===== src/rtl/riscv_v_pkg.sv =====
// rtl/riscv_v_pkg.sv - shared widths and issue-buffer state encoding for the vector pipe
package riscv_v_pkg;

    localparam int RISCV_V_IMM_WIDTH = 32;

    typedef enum logic [1:0] {
        ISSUE_EMPTY,
        ISSUE_ONE,
        ISSUE_FULL
    } riscv_v_issue_state_e;

endpackage


===== src/rtl/riscv_v_sat_counter.sv =====
// rtl/riscv_v_sat_counter.sv - saturating event counter
// Ports: clk, rst_n (sync, active low), inc (count this cycle), clr (sync clear), cnt (value).
module riscv_v_sat_counter #(
    parameter int WIDTH = 32
) (
    input  logic             clk,
    input  logic             rst_n,
    input  logic             inc,
    input  logic             clr,
    output logic [WIDTH-1:0] cnt
);

    always_ff @(posedge clk) begin
        if (!rst_n) begin
            cnt <= '0;
        end else if (clr) begin
            cnt <= '0;
        end else if (inc && (cnt != {WIDTH{1'b1}})) begin
            cnt <= cnt + 1'b1;
        end
    end

endmodule


===== src/rtl/riscv_v_issue_buf.sv =====
// rtl/riscv_v_issue_buf.sv - two-entry skid buffer between vector decode and execute
// Ports: clk, rst_n (sync, active low), flush; in_valid/in_imm/in_uop/in_ready from decode;
// out_valid/out_imm/out_uop/out_ready to execute; stall_cnt only with RISCV_V_ISSUE_BUF_PERF_EN.
module riscv_v_issue_buf
    import riscv_v_pkg::*;
#(
    parameter int IMM_WIDTH = RISCV_V_IMM_WIDTH,
    parameter int UOP_WIDTH = 32
) (
    input  logic                 clk,
    input  logic                 rst_n,
    input  logic                 flush,
    input  logic                 in_valid,
    input  logic [IMM_WIDTH-1:0] in_imm,
    input  logic [UOP_WIDTH-1:0] in_uop,
    output logic                 in_ready,
    output logic                 out_valid,
    output logic [IMM_WIDTH-1:0] out_imm,
    output logic [UOP_WIDTH-1:0] out_uop,
    input  logic                 out_ready
`ifdef RISCV_V_ISSUE_BUF_PERF_EN
    ,
    output logic [31:0]          stall_cnt
`endif
);

    riscv_v_issue_state_e state;
    logic [IMM_WIDTH-1:0] skid_imm;
    logic [UOP_WIDTH-1:0] skid_uop;
    logic                 accept;
    logic                 retire;

    // Ready depends only on state, so out_ready never reaches the upstream enable combinationally.
    assign out_valid = (state != ISSUE_EMPTY);
    assign in_ready  = (state != ISSUE_FULL);
    assign accept    = in_valid & in_ready;
    assign retire    = out_valid & out_ready;

    // Payloads are only written on load; flush just empties the state.
    always_ff @(posedge clk) begin
        if (!rst_n) begin
            state    <= ISSUE_EMPTY;
            out_imm  <= '0;
            out_uop  <= '0;
            skid_imm <= '0;
            skid_uop <= '0;
        end else if (flush) begin
            state <= ISSUE_EMPTY;
        end else begin
            case (state)
                ISSUE_EMPTY: begin
                    if (accept) begin
                        out_imm <= in_imm;
                        out_uop <= in_uop;
                        state   <= ISSUE_ONE;
                    end
                end
                ISSUE_ONE: begin
                    case ({accept, retire})
                        2'b10: begin
                            skid_imm <= in_imm;
                            skid_uop <= in_uop;
                            state    <= ISSUE_FULL;
                        end
                        2'b01: state <= ISSUE_EMPTY;
                        2'b11: begin
                            out_imm <= in_imm;
                            out_uop <= in_uop;
                        end
                        default: ;
                    endcase
                end
                ISSUE_FULL: begin
                    if (retire) begin
                        out_imm <= skid_imm;
                        out_uop <= skid_uop;
                        state   <= ISSUE_ONE;
                    end
                end
                default: state <= ISSUE_EMPTY;
            endcase
        end
    end

`ifdef RISCV_V_ISSUE_BUF_PERF_EN
    riscv_v_sat_counter #(
        .WIDTH (32)
    ) u_stall_cnt (
        .clk   (clk),
        .rst_n (rst_n),
        .inc   (out_valid & ~out_ready),
        .clr   (1'b0),
        .cnt   (stall_cnt)
    );
`endif

endmodule


===== config.mk =====
export PLATFORM = sky130hd
export DESIGN_NAME = riscv_v_issue_buf
export DESIGN_NICKNAME = d
export VERILOG_FILES = /design/src/rtl/riscv_v_pkg.sv /design/src/rtl/riscv_v_sat_counter.sv /design/src/rtl/riscv_v_issue_buf.sv
export SDC_FILE = /design/constraint.sdc
export NUM_CORES = 1
export LEC_CHECK = 0
export ABC_AREA = 0
export CAP_MARGIN = 15
export CORE_UTILIZATION = 36
export DETAILED_ROUTE_END_ITERATION = 8
export SETUP_SLACK_MARGIN = 0.3
export SLEW_MARGIN = 20
export SYNTH_ARGS = -nofsm -noshare
export SYNTH_HDL_FRONTEND = slang
export SYNTH_SLANG_ARGS = --single-unit
export TNS_END_PERCENT = 50

===== constraint.sdc =====
create_clock -name clk -period 2.1 [get_ports clk]
set_input_delay 0.42 -clock clk [delete_from_list [all_inputs] [get_ports clk]]
set_output_delay 0.42 -clock clk [all_outputs]
set_load 0.05 [all_outputs]

==> impl_results.md, run 1 <==
- Status: finished clean
- Reg clk slew, reported paths: 0.05 ns
- HP Class: reg -> reg
- Clock Tree Buf Depth: 2
- Num CTS Buffers: 17
- Clock skew: 0.00598 ns
- Hold Vio Cnt, Final: 0
- Number of synthesized flops with an enable pin: 0
- Worst path buffer plus inverter count: 1
- Antenna Cells: 0
- CTS Sinks: 130
- Finished Layout Cells: 938
- FMAX: around 500 MHz
- Final setup vio count: 0
- Post-CTS setup buffer count: 0
- Vert. Die Dim: 129 um
- CTS hold repair buffers: 0
- Crit path max fanout: 2
- Syn-to-layout area delta: 36.7%
- Crit path DAT: 1.55 ns
- Post-synth net total: 665
- Cell area after synthesis: 5800 um^2
- Nets: 778
- Pre-CTS WS: -0.0478 ns
- Share of layout cells above drive strength 1: 15.0%
- Syn_area_per_cell: 9.72 um^2
- Vias in the first global route: roughly 4800
- Commonest cells after routing, fill and taps aside: nand2_1 (130), dfxtp_1 (130), clkdlybuf4s50_1 (81)
- Flops & latches, synth: 130
- Post-synth cell types: 26
- Final WS setup: 0.126 ns
- Cell row count: 46
- Leakage: 0.00352 uW
- Total power: 6310 uW
- Pwr dens: between 700 and 800 nW/um^2
- Die area: about 17000 um^2
- Core area: between 15000 and 20000 um^2
- DR iter-0 viols: 218
- TritonCTS clock tree: done
- Worst hold margin: 0.451 ns
- Post-route setup TNS: 0 ns
- Switching Share: between 20% and 30%
- Ports: 135
- Pin count of the biggest net entering global routing: 65
- DR DRC count: 0
- Cell Int Power: 4680 uW
- Worst skew pair latency: ~0.42 ns
- Post-synth top flop: dfxtp_1
- HPWL after detailed placement: 9920 um
- Min Tclk post-route: 1.97 ns
- Initial antenna violation count: 0
- Total gr overflow: 0
- Routed len/inst: 16.1 um
- H-tree levels: 4
- Slowest stage delay, CP: 0.81 ns
- Post-Route WL: 15100 um
- Initial Util: 36.6%
- Root buffer cell: clkbuf_16
- Via-to-Cell Ratio: roughly 5.2
- Power share of the combinational group: 13.9%
- VDD IR-drop max: 0.000599 V
- RSZ-0062 raised after global routing: true
- Antenna Nets Post-Route: 0
- Worst Setup Start Kind: flip-flop
- Clock power frac: between 40% and 50%
- Async S/R FF share, synth: 0%
- Global-route wire length before repair: ~25000 um
- Slew HR: 53.0%
- Flop pwr share: 41.0%
- Max-slew violations: 0
- Synth warn: 0
- Critical path data required time: 1.68 ns
- Worst Setup End Kind: primary output
- GPL Wtd Cong: 0.769
- Max Cap Viol: 0
- CP Cell Sequence: clkdlybuf4s50_1
- Placed insts: 906
- Post-synthesis sequential area ratio: 44.9%
- Crit path kind: reg -> out
- Gr usage total: 19.1%
- Tcrit/Tclk final: 94.0%
- CP max-delay cell: clkdlybuf4s50_1
- TritonRoute pass-1 iters: 5
- Vias after detailed routing: 4859
- PortBufs: 134
- Psw: 1630 uW
- Worst-Margin Slew: 0.705 ns
- DIE WIDTH: around 130 um
- Top delay family on crit path: buffers and inverters
- Gate Count Post-Synth: 596
through the flow:
step,area (um^2),util [%]
6_report,7920,50.1
5_1_grt,7920,50.1
4_1_cts,7880,49.8
3_5_place_dp,7350,46.4
3_3_place_gp,7350,46.4
2_1_floorplan,5800,-
routing by layer:
layer	global-route usage (%)	part of all wire, %
met5	0	0
met4	6.78	1.7
met2	31.1	45
met1	23.9	46
met3	5.65	6.7
what timing repair did:
item / CTS / global route
endpoints found under the setup margin: 65 / 34
gates resized for setup: 32 / 17
pin swaps: 0 / 0
tightest hold or removal path, delay by kind of cell (launching register included):
family | cells | cell delay (ns)
and+or+nand+nor | 1 | 0.05
AOI/OAI and AO/OA | 1 | 0.05
DFF | 1 | 0.30
worst paths after layout:
check,start,to,slack (ns),cells past startpoint
max,out_imm[23],out_imm[23],0.13,1
min,skid_imm[0],skid_imm[0],0.45,2
max reg2reg,state[1],out_imm[26],0.41,5
min reg2reg,skid_imm[0],skid_imm[0],0.45,2
cell usage after synthesis, types with 2 or more instances:
cell	count	area, um^2
a21oi_1	65	325
mux2i_1	64	641
nand2b_1	2	12.5
dfxtp_1	130	2600
clkbuf_1	23	86.3
buf_2	16	80.1
buf_4	7	52.6
nand2_1	130	488
a31o_2	4	35.0
a31o_1	60	526
buf_6	18	203
nor4_2	38	475
nor4_1	26	163
cells by family after synthesis:
kind of cell | count (synthesis) | synth area share [%]
AO/OA/AOI/OAI | 133 | 15.9
AND/OR/NAND/NOR | 204 | 20.8
multiplexers | 64 | 11.1
buffers and inverters | 65 | 7.34
flip-flops | 130 | 44.9
registers in the layout, indices dropped and copies added (netlist names):
signal    cells
skid_uop     32
skid_imm     32
out_uop      32
out_imm      32
state         2
final cells by class:
type                    count  area (um^2)
inverters                   1         6.26
clock buffers              22          464
repair buffers            158         1690
clock inverters            10          109
multi-input cells         401         2780
flip-flops and latches    130         2600
fillers                  1456         7910
well taps                 216          270
power by group through the flow:
stage | clock network [uW] | logic [uW] | registers [uW]
floorplan | 0 | 322 | 2850
global placement | 0 | 895 | 2640
detailed placement | 0 | 901 | 2640
CTS | 2900 | 883 | 2590
global route | 3020 | 929 | 2590
finish | 2850 | 875 | 2590
(Power assumes the default switching activity.)
==> run 2: changes to the inputs <==
--- a/config.mk
+++ b/config.mk
@@ -9,7 +9,9 @@
 export CAP_MARGIN = 15
 export CORE_UTILIZATION = 36
 export DETAILED_ROUTE_END_ITERATION = 8
+export GPL_TIMING_DRIVEN = 1
 export SETUP_SLACK_MARGIN = 0.3
+export SKIP_LAST_GASP = 1
 export SLEW_MARGIN = 20
 export SYNTH_ARGS = -nofsm -noshare
 export SYNTH_HDL_FRONTEND = slang
==> results of run 2 <==
Final layout, timing and power as in run 1 (identical DEF).
==> run 3: changes to the inputs <==
--- a/config.mk
+++ b/config.mk
@@ -7,6 +7,7 @@
 export LEC_CHECK = 0
 export ABC_AREA = 0
 export CAP_MARGIN = 15
+export CORE_MARGIN = 2
 export CORE_UTILIZATION = 36
 export DETAILED_ROUTE_END_ITERATION = 8
 export GPL_TIMING_DRIVEN = 1
==> run 3 against run 2 <==
  * Global-route usage fell by 0.42 points
  * Final area rose by 0.27%
  * Count of clock-buffer cells in the layout fell by 1
  * Combinational power fell by 1%
  * Total power rose by 6.4%
  * First-iteration DRC count rose by 17%
  * Clock skew fell by 0.00076 ns
  * Sequential power barely moved
  * Register-to-register slack improved by 0.02 ns
  * Wire length rose by 0.85%
  * Critical path type unchanged
  * Largest power group unchanged
==> impl_results.md, run 3 (synthesis results as in run 1) <==
- Cell row count: 46
- Nets: slightly below 800
- Reg clk slew, reported paths: ~0.060 ns
- Vias after detailed routing: 4895
- Critical path data required time: ~1.7 ns
- Tcrit/Tclk final: a little over nine tenths
- Routed len/inst: 16.3 um
- Worst Setup Start Kind: flip-flop
- Initial antenna violation count: 0
- Reg2reg end: out_uop[2]
- Pin count of the biggest net entering global routing: between 60 and 70
- Ports: roughly 140
- CTS Sinks: 130
- Total gr overflow: 0
- Via-to-Cell Ratio: ~5.2
- Antenna Cells: 0
- Reg2Reg Depth: 5
- VDD IR-drop max: 0.000532 V
- Global-route wire length before repair: 24900 um
- Worst Setup End Kind: primary output
- CP Cell Sequence: clkdlybuf4s50_1
- Final setup vio count: 0
- TritonCTS clock tree: done
- Initial Util: 36.6%
- Syn-to-layout area delta: 37.1%
- Clock skew: 0.00522 ns
- HPWL after detailed placement: between 10000 and 15000 um
- Root buffer cell: clkbuf_16
- Post-Route WL: 15300 um
- WHS Path Cells: 2
- Vias in the first global route: 5001
- Crit path DAT: approximately 1.6 ns
- Top delay family on crit path: buffers and inverters
- Crit path kind: reg -> out
- FF-to-FF Start: state[1]
- PortBufs: 134
- DIE WIDTH: 131 um
- R2R Setup Slk: ~0.43 ns
- FMAX: 507 MHz
- Pwr dens: 846 nW/um^2
- Leakage: 0.00355 uW
- Final Util: about half
- Num CTS Buffers: 17
- Antenna Nets Post-Route: 0
- Clock Tree Buf Depth: 2
- HP Class: reg -> reg
- CP max-delay cell: clkdlybuf4s50_1
- Max-slew violations: 0
- TritonRoute pass-1 iters: 4
- H-tree levels: 4
- Worst Hold Path EP: skid_uop[21]
- Gr usage total: a little under a fifth
- Worst skew pair latency: between 0.4 and 0.5 ns
- Commonest cells after routing, fill and taps aside: nand2_1 (130), dfxtp_1 (130), clkdlybuf4s50_1 (80)
- DR DRC count: 0
- Share of layout cells above drive strength 1: 14.7%
- RSZ-0062 raised after global routing: true
- Core area: 15800 um^2
- Max Cap Viol: 0
- HP Start: skid_uop[21]
- Vert. Die Dim: 131 um
- Status: finished clean
- Die area: 17100 um^2
- GPL Wtd Cong: 0.728
- Slew HR: 52.1%
- Min Tclk post-route: roughly 2.0 ns
- DR iter-0 viols: approximately 260
- Worst hold margin: between 0.4 and 0.5 ns
- Worst-Margin Slew: 0.719 ns
- Crit path max fanout: 2
- Slowest stage delay, CP: 0.80 ns
- Hold Vio Cnt, Final: 0
- Worst path buffer plus inverter count: 1
-- run 3: cell types whose count changed in the layout (fill, tap and decap cells not counted), sizes merged --
| cell | before | now |
|---|---|---|
| buf | 28 | 27 |
| bufinv | 2 | 6 |
| clkbuf | 22 | 21 |
| clkdlybuf4s50 | 81 | 80 |
| clkinv | 6 | 5 |
| clkinvlp | 2 | 0 |
| dlymetal6s2s | 17 | 18 |
-- run 3: layout make-up --
| cell class | instances | area [um^2] |
|---|---|---|
| multi-input combinational | 401 | 2780 |
| sequential | 130 | 2600 |
| clock buffer | 21 | 440 |
| fill | 1462 | 7880 |
| tap | 216 | 270 |
| inverter | 1 | 6.26 |
| timing repair buffer | 157 | 1630 |
| clock inverter | 11 | 209 |
-- run 3: worst max-delay path by stage --
stage             endpoint  cells after the start        start  slack (ns)
2_1_floorplan  out_uop[18]                      7     state[0]        0.56
4_1_cts         out_uop[7]                      1   out_uop[7]        0.10
3_3_place_gp   skid_imm[4]                      6    out_ready       -0.04
6_report       out_imm[31]                      1  out_imm[31]        0.13
5_1_grt        out_imm[31]                      1  out_imm[31]        0.08
3_5_place_dp   skid_imm[8]                      6    out_ready       -0.07
-- run 3: repair_timing --
action,4_1_cts,5_1_grt
hold buffers,0,0
setup endpoints to repair,65,36
setup buffers,0,0
resized for setup,32,18
-- run 3: layer usage --
| layer | wire length, um | global-route usage [%] | part of all wire (%) |
|---|---|---|---|
| met1 | 7050 | 23.7 | 46 |
| met2 | 7080 | 30.2 | 46 |
| met3 | 883 | 5.29 | 5.8 |
| met4 | 252 | 7.07 | 1.6 |
| met5 | 0 | 0 | 0 |
-- run 3: where the power goes --
| group | total, uW | switching [uW] | internal [uW] |
|---|---|---|---|
| combinational | 865 | 532 | 333 |
| clock | 3270 | 1050 | 2220 |
| sequential | 2590 | 42.0 | 2540 |
| total | 6720 | 1620 | 5100 |
-- run 3: per-stage QoR --
stage	total power [uW]	setup TNS, ns	instance area (um^2)	setup WS [ns]	std cells
2_1_floorplan	3170	0	5800	0.560	596
4_1_cts	6800	0	7900	0.103	937
3_3_place_gp	3520	-0.349	7290	-0.0371	905
5_1_grt	6970	0	7940	0.0836	937
3_5_place_dp	3530	-1.45	7290	-0.0745	905
6_report	6720	0	7940	0.127	937
